==> src/rtl/pixel_word_packer.sv <==
`default_nettype none
// ============================================================================
//  Module      : pixel_word_packer
//  Description : Packs a stream of processed pixels into AXI-stream words with
//                start-of-frame (tuser), end-of-line (tlast) and per-lane keep
//                framing. A 2-entry output buffer absorbs downstream stalls.
//  Revision    : 1.0 - initial release
// ============================================================================
module pixel_word_packer #(
  parameter int PIXELSIZE       = 8,
  parameter int PIXELS_PER_WORD = 4,
  parameter int LINE_PIXELS     = 512,
  parameter int FRAME_LINES     = 512
) (
  input  logic                                 clk,
  input  logic                                 rst,
  input  logic                                 pixel_in_valid,
  input  logic [PIXELSIZE-1:0]                 pixel_in,
  output logic                                 pixel_in_ready,
  output logic [PIXELSIZE*PIXELS_PER_WORD-1:0] m_tdata,
  output logic [PIXELS_PER_WORD-1:0]           m_tkeep,
  output logic                                 m_tvalid,
  input  logic                                 m_tready,
  output logic                                 m_tlast,
  output logic                                 m_tuser,
  output logic                                 frame_done
);

  localparam int c_word_w = PIXELSIZE * PIXELS_PER_WORD;
  localparam int c_col_w  = (LINE_PIXELS > 1)     ? $clog2(LINE_PIXELS)     : 1;
  localparam int c_row_w  = (FRAME_LINES > 1)     ? $clog2(FRAME_LINES)     : 1;
  localparam int c_lane_w = (PIXELS_PER_WORD > 1) ? $clog2(PIXELS_PER_WORD) : 1;

  localparam logic [c_col_w-1:0]  c_last_col  = c_col_w'(LINE_PIXELS - 1);
  localparam logic [c_row_w-1:0]  c_last_row  = c_row_w'(FRAME_LINES - 1);
  localparam logic [c_lane_w-1:0] c_last_lane = c_lane_w'(PIXELS_PER_WORD - 1);

  // One buffered output word together with its framing.
  // fend marks the final word of a frame so its pop can raise frame_done.
  typedef struct packed {
    logic [c_word_w-1:0]        data;
    logic [PIXELS_PER_WORD-1:0] keep;
    logic                       last;
    logic                       user;
    logic                       fend;
  } entry_t;

  // Position and assembly state
  logic [c_col_w-1:0]  col_q,  col_d;
  logic [c_row_w-1:0]  row_q,  row_d;
  logic [c_lane_w-1:0] lane_q, lane_d;
  logic [c_word_w-1:0] asm_q,  asm_d;
  logic                user_q, user_d;

  // Output buffer: head drives the m_* ports, tail is the second slot
  entry_t      head_q, tail_q;
  logic [1:0]  cnt_q;
  logic        frame_done_q;

  // Combinational helpers
  logic                       w_accept;
  logic                       w_eol;
  logic                       w_word_done;
  logic                       w_pop;
  logic                       w_at_origin;
  logic [c_word_w-1:0]        w_word;
  logic [PIXELS_PER_WORD-1:0] w_keep;
  entry_t                     w_new;

  assign pixel_in_ready = !rst && (cnt_q < 2'd2);
  assign w_accept       = pixel_in_valid && pixel_in_ready;
  assign w_eol          = (col_q == c_last_col);
  assign w_word_done    = w_accept && ((lane_q == c_last_lane) || w_eol);
  assign w_pop          = m_tvalid && m_tready;
  assign w_at_origin    = (col_q == '0) && (row_q == '0);

  // Current pixel dropped into its lane; lanes up to the current one are real.
  // Lanes above the current one are still zero since the assembly register
  // is cleared whenever a word leaves it.
  for (genvar g = 0; g < PIXELS_PER_WORD; g++) begin : g_lane
    assign w_word[g*PIXELSIZE +: PIXELSIZE] =
      (lane_q == c_lane_w'(g)) ? pixel_in : asm_q[g*PIXELSIZE +: PIXELSIZE];
    assign w_keep[g] = (c_lane_w'(g) <= lane_q);
  end

  // Build the buffer entry for a word completed this cycle
  always_comb begin
    w_new      = '0;
    w_new.data = w_word;
    w_new.keep = w_keep;
    w_new.last = w_eol;
    w_new.user = user_q || w_at_origin;
    w_new.fend = w_eol && (row_q == c_last_row);
  end

  // Next-state for column/row counters, lane index and the assembly register
  always_comb begin
    col_d  = col_q;
    row_d  = row_q;
    lane_d = lane_q;
    asm_d  = asm_q;
    user_d = user_q;
    if (w_accept) begin
      if (w_eol) begin
        col_d = '0;
        row_d = (row_q == c_last_row) ? '0 : row_q + c_row_w'(1);
      end else begin
        col_d = col_q + c_col_w'(1);
      end
      if (w_word_done) begin
        lane_d = '0;
        asm_d  = '0;
        user_d = 1'b0;
      end else begin
        lane_d = lane_q + c_lane_w'(1);
        asm_d  = w_word;
        user_d = user_q || w_at_origin;
      end
    end
  end

  // Position and assembly registers
  always_ff @(posedge clk) begin
    if (rst) begin
      col_q  <= '0;
      row_q  <= '0;
      lane_q <= '0;
      asm_q  <= '0;
      user_q <= 1'b0;
    end else begin
      col_q  <= col_d;
      row_q  <= row_d;
      lane_q <= lane_d;
      asm_q  <= asm_d;
      user_q <= user_d;
    end
  end

  // Two-entry output buffer; a push never meets a full buffer because the
  // input stalls whenever both slots are occupied.
  always_ff @(posedge clk) begin
    if (rst) begin
      head_q <= '0;
      tail_q <= '0;
      cnt_q  <= 2'd0;
    end else begin
      case ({w_word_done, w_pop})
        2'b11: begin
          if (cnt_q == 2'd1) begin
            head_q <= w_new;
          end else begin
            head_q <= tail_q;
            tail_q <= w_new;
          end
        end
        2'b01: begin
          head_q <= tail_q;
          cnt_q  <= cnt_q - 2'd1;
        end
        2'b10: begin
          if (cnt_q == 2'd0) begin
            head_q <= w_new;
          end else begin
            tail_q <= w_new;
          end
          cnt_q <= cnt_q + 2'd1;
        end
        default: begin
          cnt_q <= cnt_q;
        end
      endcase
    end
  end

  // One-cycle pulse after the final word of a frame leaves the buffer
  always_ff @(posedge clk) begin
    if (rst) begin
      frame_done_q <= 1'b0;
    end else begin
      frame_done_q <= w_pop && head_q.fend;
    end
  end

  assign m_tvalid   = (cnt_q != 2'd0);
  assign m_tdata    = head_q.data;
  assign m_tkeep    = head_q.keep;
  assign m_tlast    = head_q.last;
  assign m_tuser    = head_q.user;
  assign frame_done = frame_done_q;

endmodule
`default_nettype wire

==> config.mk <==
export PLATFORM = sky130hd
export DESIGN_NAME = pixel_word_packer
export DESIGN_NICKNAME = d
export VERILOG_FILES = /design/src/rtl/pixel_word_packer.sv
export SDC_FILE = /design/constraint.sdc
export NUM_CORES = 1
export LEC_CHECK = 0
export ABC_AREA = 0
export BUFFER_PORTS_ARGS = -buffer_cell sky130_fd_sc_hd__buf_2
export CAP_MARGIN = 10
export CORE_ASPECT_RATIO = 0.6
export CORE_MARGIN = 2
export CORE_UTILIZATION = 40
export DETAILED_ROUTE_END_ITERATION = 12
export GPL_TIMING_DRIVEN = 0
export MAX_ROUTING_LAYER = met4
export SYNTH_ARGS = -nofsm -noshare
export SYNTH_HDL_FRONTEND = slang
export SYNTH_SLANG_ARGS = --single-unit
export TNS_END_PERCENT = 1
==> constraint.sdc <==
create_clock -name clk -period 5.1 [get_ports clk]
set_clock_uncertainty 0.05 [all_clocks]
set_input_delay 0.51 -clock clk [delete_from_list [all_inputs] [get_ports clk]]
set_output_delay 0.51 -clock clk [all_outputs]
set_load 0.02 [all_outputs]
==> qor.yml, run 1 <==
outcome:
  outcome: "complete, no violations"
die:
  start_util_pct: 40.4
  coreArea_sq_um: 15200
  dieHeight_um: 100
  io_pins: 53
  dieArea_sq_um: 16400
  std_cell_rows: 35
  die_w_um: 164
critical_path:
  start_kind: "flop"
  cp.arrival_ps: 4650
  timing.rr.start: "col_q[1]"
  worstSetupEndpointType: "flop"
  crit_fanout: 10
  worstSetupPathType: "flop to flop"
  worstRegToRegCells: 14
  reg2reg_slack_ps: 670
  worst_ep_required_time_ps: 5330
  rr_endpoint: "m_tdata[14]"
drt:
  avgViaCountPerCell: 5.52
  ant_nets: 0
  drtIter0Drc: 464
  drc: 0
  wl_mm: 17.8
  firstDrtPassIters: 5
  wl_per_cell_um: 17.8
  via_count: 5506
sta:
  setup_viol: 0
  maxSlewHeadroom_pct: 38.7
  holdWs_ps: 404
  slew_violations: 0
  worst_pin_slew_ps: 913
  finalHoldViolCount: 0
  min_period_ps: 4430
  max_freq_mhz: 226
  fin_crit_sh_pct: 86.8
  tns_ps: 0
  rsz0062_at_grt: "false"
grt:
  overflow: 0
  grt_pass1_wl_mm: 28.1
  grt_start_max_net_pins: 17
  antenna_found_initial: 0
  grt_pass1_vias: 5162
  grt_use_total_pct: 23.2
synth:
  yosys.area.top_type: "dfxtp_1"
  ys.flop_type: "dfxtp_1"
  syn-num-nets: 741
  synthMostInstantiatedCell: "dfxtp_1"
  mappedNetlistArea_sq_um: 6140
  yosys_register_bits: 134
  ys_types: 50
  synth.top_cell.area_share_pct: 43.7
  ys_warn_count: 0
  synth_edf_count: 0
  ys_top_cells_by_count: "dfxtp_1, nor2_1, nand2_1"
  postSynthCellCount: 713
  ys_seq_area_share_pct: 43.7
  avgSynthCellArea_sq_um: 8.61
  synthArstFlopShare_pct: 0
  synth_area_leaders: "dfxtp_1, nor2_1, buf_4, a21oi_1, nand2_1"
min_path:
  worstHoldStart: "pixel_in[7]"
  hold_end: "asm_q[7]"
  hold_path_depth: 3
  hold_class: "primary input to flop"
clock_tree:
  cts_buffer_depth: 2
  cts_root_buf: "clkbuf_16"
  holdBufCountCts: 0
  cts_resized: 0
  cts_setup_buffers: 0
  cts-buffers-inserted: 17
  clock_latency_ps: 420
  cts_num_sinks: 134
  cts_tree: "yes"
  path_clk_slew_ps: 60
  h-tree-depth: 4
power:
  power.switching_uw: 721
  seqPwrFrac_pct: 42.0
  power.share.clock_pct: 43.1
  pwr-share-comb_pct: 14.9
  internal-power_mw: 1.93
  p_per_area_nw_per_um2: 369
  p_leak_nw: 2.79
  p_sw_share_pct: 27.2
  ir_worst_vdd_mv: 0.186
final_layout:
  nFillCells: 1491
  final_core_util_pct: 47.4
  drive_gt1_share_pct: 20.3
  nNetsFinal: 811
  antennaDiodeCount: 0
  area_delta_synth_final_pct: 17.2
place:
  place_hpwl_mm: 12.9
  finalWeightedCongestion: 0.896
  port_buffers: 51
run:
  maxCapViolations: 0
==> layout make-up <==
type / count / area (sq um) / share of cell area (%)
multi-input combinational: 477 / 2910 / 40.4
sequential: 134 / 2680 / 37.3
buffer: 87 / 494 / 6.87
clock buffer: 20 / 467 / 6.49
timing repair buffer: 51 / 255 / 3.55
tap: 203 / 254 / 3.53
clock inverter: 10 / 81.3 / 1.13
inverter: 15 / 56.3 / 0.782
==> layer usage <==
| metal | routed length (um) | global-route usage [%] | vias up |
|---|---|---|---|
| met5 | 0 | - | - |
| li1 | - | - | 2615 |
| met2 | 7400 | 32.1 | 183 |
| met3 | 1340 | 5.58 | 22 |
| met4 | 206 | 7.22 | 0 |
| met1 | 8830 | 33.0 | 2686 |
==> power groups by stage <==
stage	Sequential, mW	Clock, mW	Combinational [mW]
after floorplan	1.13	0	0.275
after global placement	1.13	0	0.385
after detailed placement	1.14	0	0.391
after CTS	1.11	1.16	0.394
after global routing	1.12	1.21	0.431
final	1.11	1.14	0.396
==> cells by family after synthesis <==
group	count (synthesis)	share of synthesized area, %
mux	37	6.50
flops	134	43.7
compound gates	140	15.6
buf+inv	102	8.97
simple gates	272	20.2
fa+ha+maj	16	3.26
xor+xnor	12	1.71
==> cells in the final DEF, fill, tap and decap left out, types with 9 or more instances in the layout <==
cell type / count
dfxtp_1: 134
nor2_1: 97
nand2_1: 71
buf_2: 62
a21oi_1: 58
nor3_1: 51
buf_4: 39
clkbuf_1: 35
a221oi_1: 27
mux2_2: 23
clkbuf_16: 17
a22oi_1: 16
ha_1: 16
inv_1: 15
mux2i_1: 14
and3_1: 12
a211oi_1: 12
a2111oi_0: 9
==> per-stage QoR <==
stage | instances | area, sq um | worst slack [ps] | total power [mW]
4_1_cts | 997 | 7200 | 797 | 2.66
3_3_place_gp | 967 | 6650 | 857 | 1.52
6_report | 997 | 7200 | 671 | 2.65
2_1_floorplan | 713 | 6140 | 1920 | 1.40
3_5_place_dp | 967 | 6650 | 807 | 1.53
5_1_grt | 997 | 7200 | 425 | 2.76
==> sequential cells by signal, indices dropped and copies added (netlist names) <==
signal      flops
tail_q         39
asm_q          32
m_tdata        32
col_q           9
row_q           9
m_tkeep         4
cnt_q           2
lane_q          2
frame_done      1
head_q          1
m_tlast         1
m_tuser         1
user_q          1
==> worst max path at each step <==
stage	from	slack, ps	depth (start not counted)	to
global placement	col_q[0]	860	14	m_tdata[14]
finish	col_q[1]	670	14	m_tdata[14]
floorplan	col_q[0]	1920	14	m_tkeep[2]
CTS	col_q[1]	800	14	m_tdata[14]
global route	col_q[1]	430	14	m_tdata[14]
detailed placement	col_q[1]	810	14	m_tdata[14]
==> worst max-delay path: stages, from the launching register on <==
cell and delay, ps:
dfxtp_1 380, ha_1 250, nand3_1 90, nor2_1 110
ha_1 180, clkbuf_1 390, nor2_1 230, nor2_1 420
ha_1 330, buf_4 170, nand2_1 280, nand2_1 360
clkbuf_1 380, a221oi_1 550, nor3_1 90
Power figures use the tool's default switching activity.
==> run 2: changes to the inputs <==
ABC_AREA = 1   (was 0)
PLACE_DENSITY_LB_ADDON = 0.2   (was default)
==> run 2 against run 1 <==
Register-to-register slack improved by 770 ps; via count rose by 22%; sequential share of layout area fell by 4.0 points; synthesized cell count rose by 45%; fmax rose by 21%; critical endpoint is now cnt_q[1]; wire length rose by 12%.
==> qor.yml, run 2 <==
outcome:
  outcome: "complete, no violations"
synth:
  synthArstFlopShare_pct: 0  # unchanged
  avgSynthCellArea_sq_um: 6.71  # -22%
  synth.top_cell.area_share_pct: 38.7  # -5.0 points
  mappedNetlistArea_sq_um: 6930  # +13%
  postSynthCellCount: 1032  # +45%
  yosys.area.top_type: "dfxtp_1"
  synth_area_leaders: "dfxtp_1, nand2_1, nor2_1, o21ai_0, buf_4"
  ys_warn_count: 0  # unchanged
  synth_edf_count: 0  # unchanged
  syn-num-nets: 1060  # +43%
  ys.flop_type: "dfxtp_1"
  ys_top_cells_by_count: "nand2_1, nor2_1, dfxtp_1"
  yosys_register_bits: 134  # unchanged
  ys_types: 35  # -30%
  ys_seq_area_share_pct: 38.7  # -5.0 points
  synthMostInstantiatedCell: "nand2_1"
critical_path:
  crit_start: "col_q[0]"
  worst_ep_required_time_ps: 5370  # +40 ps
  start_kind: "flop"
  worstSetupPathType: "flop to flop"
  crit_fanout: 10  # unchanged
  timing.rr.start: "col_q[0]"
  cp.arrival_ps: 3920  # -730 ps
  worstSetupEndpointType: "flop"
drt:
  avgViaCountPerCell: 4.97  # -9.9%
  dr_wl_met3_mm: 1.49  # +11%
  ant_nets: 0  # unchanged
  firstDrtPassIters: 5  # unchanged
  route.met2.wl_mm: 7.78  # +5.2%
  drc: 0  # unchanged
  wl_mm: 19.8  # +12%
  wl_per_cell_um: 14.7  # -17%
  met1_length_mm: 10.4  # +17%
  via_count: 6704  # +22%
  dr.max_layer_used: "met4"
  drtIter0Drc: 524  # +13%
clock_tree:
  h-tree-depth: 4  # unchanged
  cts-buffers-inserted: 17  # unchanged
  cts_setup_buffers: 0  # unchanged
  cts_num_sinks: 134  # unchanged
  cts_resized: 0  # unchanged
  cts_tree: "yes"
  cts_root_buf: "clkbuf_16"
  path_clk_slew_ps: 60  # about the same
  holdBufCountCts: 0  # unchanged
  clock_latency_ps: 420  # about the same
  cts_buffer_depth: 2  # unchanged
min_path:
  worstHoldStart: "asm_q[19]"
  hold_class: "flop to flop"
grt:
  grt_use_total_pct: 23.0  # -0.19 points
  grt_pass1_wl_mm: 32.2  # +15%
  antenna_found_initial: 0  # unchanged
  overflow: 0  # unchanged
  grt_pass1_vias: 6032  # +17%
  grt_start_max_net_pins: 17  # unchanged
die:
  io_pins: 53  # unchanged
  coreArea_sq_um: 17000  # +12%
  die_w_um: 174  # +6.1%
  dieHeight_um: 106  # +6.0%
  start_util_pct: 40.7  # +0.26 points
  std_cell_rows: 37  # +5.7%
  dieArea_sq_um: 18400  # +12%
place:
  finalWeightedCongestion: 0.894  # -0.18%
  port_buffers: 51  # unchanged
  place_hpwl_mm: 14.4  # +12%
  pre_cts_ws_ps: 1490  # +686 ps
  dp.cells: 1317  # +36%
  place_area_sq_um: 7470  # +12%
sta:
  tns_ps: 0  # unchanged
  worst_pin_slew_ps: 693  # -220 ps
  slew_violations: 0  # unchanged
  min_period_ps: 3660  # -770 ps
  rsz0062_at_grt: "false"
  finalHoldViolCount: 0  # unchanged
  fin_crit_sh_pct: 71.8  # -15 points
  setup_slack_ps: 1440  # +770 ps
  holdWs_ps: 414  # +10.5 ps
  maxSlewHeadroom_pct: 53.8  # +15 points
  max_freq_mhz: 273  # +21%
  setup_viol: 0  # unchanged
final_layout:
  final_core_util_pct: 47.3  # about the same
  multiInputGateArea_sq_um: 3460  # +19%
  antennaDiodeCount: 0  # unchanged
  largest_register_ffs: 39  # unchanged
  layout_commonest_cell: "nand2_1"
  nNetsFinal: 1130  # +39%
  drive_gt1_share_pct: 15.2  # -5.1 points
  top_register: "tail_q"
  final_cell_count_no_fill: 1348  # +35%
  final_cell_mix: "nand2_1, nor2_1, dfxtp_1, o21ai_0, buf_2"
  stdcell_area_sq_um: 8070  # +12%
  nFillCells: 1795  # +20%
  area_delta_synth_final_pct: 16.5
  seq_area_sq_um: 2680  # unchanged
power:
  p_per_area_nw_per_um2: 348  # -5.5%
  ir_worst_vdd_mv: 0.230  # +24%
  p_leak_nw: 3.50  # +26%
  p_total_mw: 2.81  # +5.9%
run:
  maxCapViolations: 0  # unchanged
run 2: area by class of cell:
class	count	area share, %
clock buffers	21	5.83
flip-flops and latches	134	33.3
repair buffers	51	3.16
clock inverters	10	1.50
well taps	234	3.63
multi-input cells	754	43.0
inverters	52	2.45
plain buffers	92	7.20
run 2: kinds of logic after synthesis:
group | count (synthesis) | synth area share, %
AND/OR/NAND/NOR | 581 | 35.3
AO/OA/AOI/OAI | 156 | 11.7
buffers and inverters | 144 | 11.2
flip-flops | 134 | 38.7
adder cells (fa/ha/maj) | 16 | 2.89
XOR/XNOR | 1 | 0.126
run 2: layer usage:
| layer | vias up | GRT usage [%] |
|---|---|---|
| met5 | - | - |
| met4 | 0 | 5.64 |
| met3 | 18 | 5.29 |
| met2 | 209 | 31.5 |
| met1 | 3050 | 33.8 |
| li1 | 3427 | - |
run 2: worst max-delay path: stages (launching register included):
cell      delay, ps
dfxtp_1         370
ha_1            240
nand3_1         110
nor4_1          210
ha_1            410
inv_2           120
nand2_4         120
inv_1            50
nor2_1          250
ha_1            310
buf_2           220
nand2_1         100
clkinv_1        270
buf_2           340
nand2_1          80
o21ai_0          70
o21ai_0         160
inv_1            50
run 2: power breakdown:
part / switching (mW) / total, mW / internal (mW) / leakage (nW)
combinational: 0.296 / 0.446 / 0.150 / 2.13
sequential: 0.0236 / 1.12 / 1.09 / 1.08
clock: 0.486 / 1.25 / 0.759 / 0.289
run 2: worst paths after layout:
path / end / slack [ps] / depth (start not counted)
worst max-delay path: cnt_q[1] / 1440 / 17
worst min-delay path: asm_q[19] / 410 / 2
worst max register to register: cnt_q[1] / 1440 / 17
worst min register to register: asm_q[19] / 410 / 2
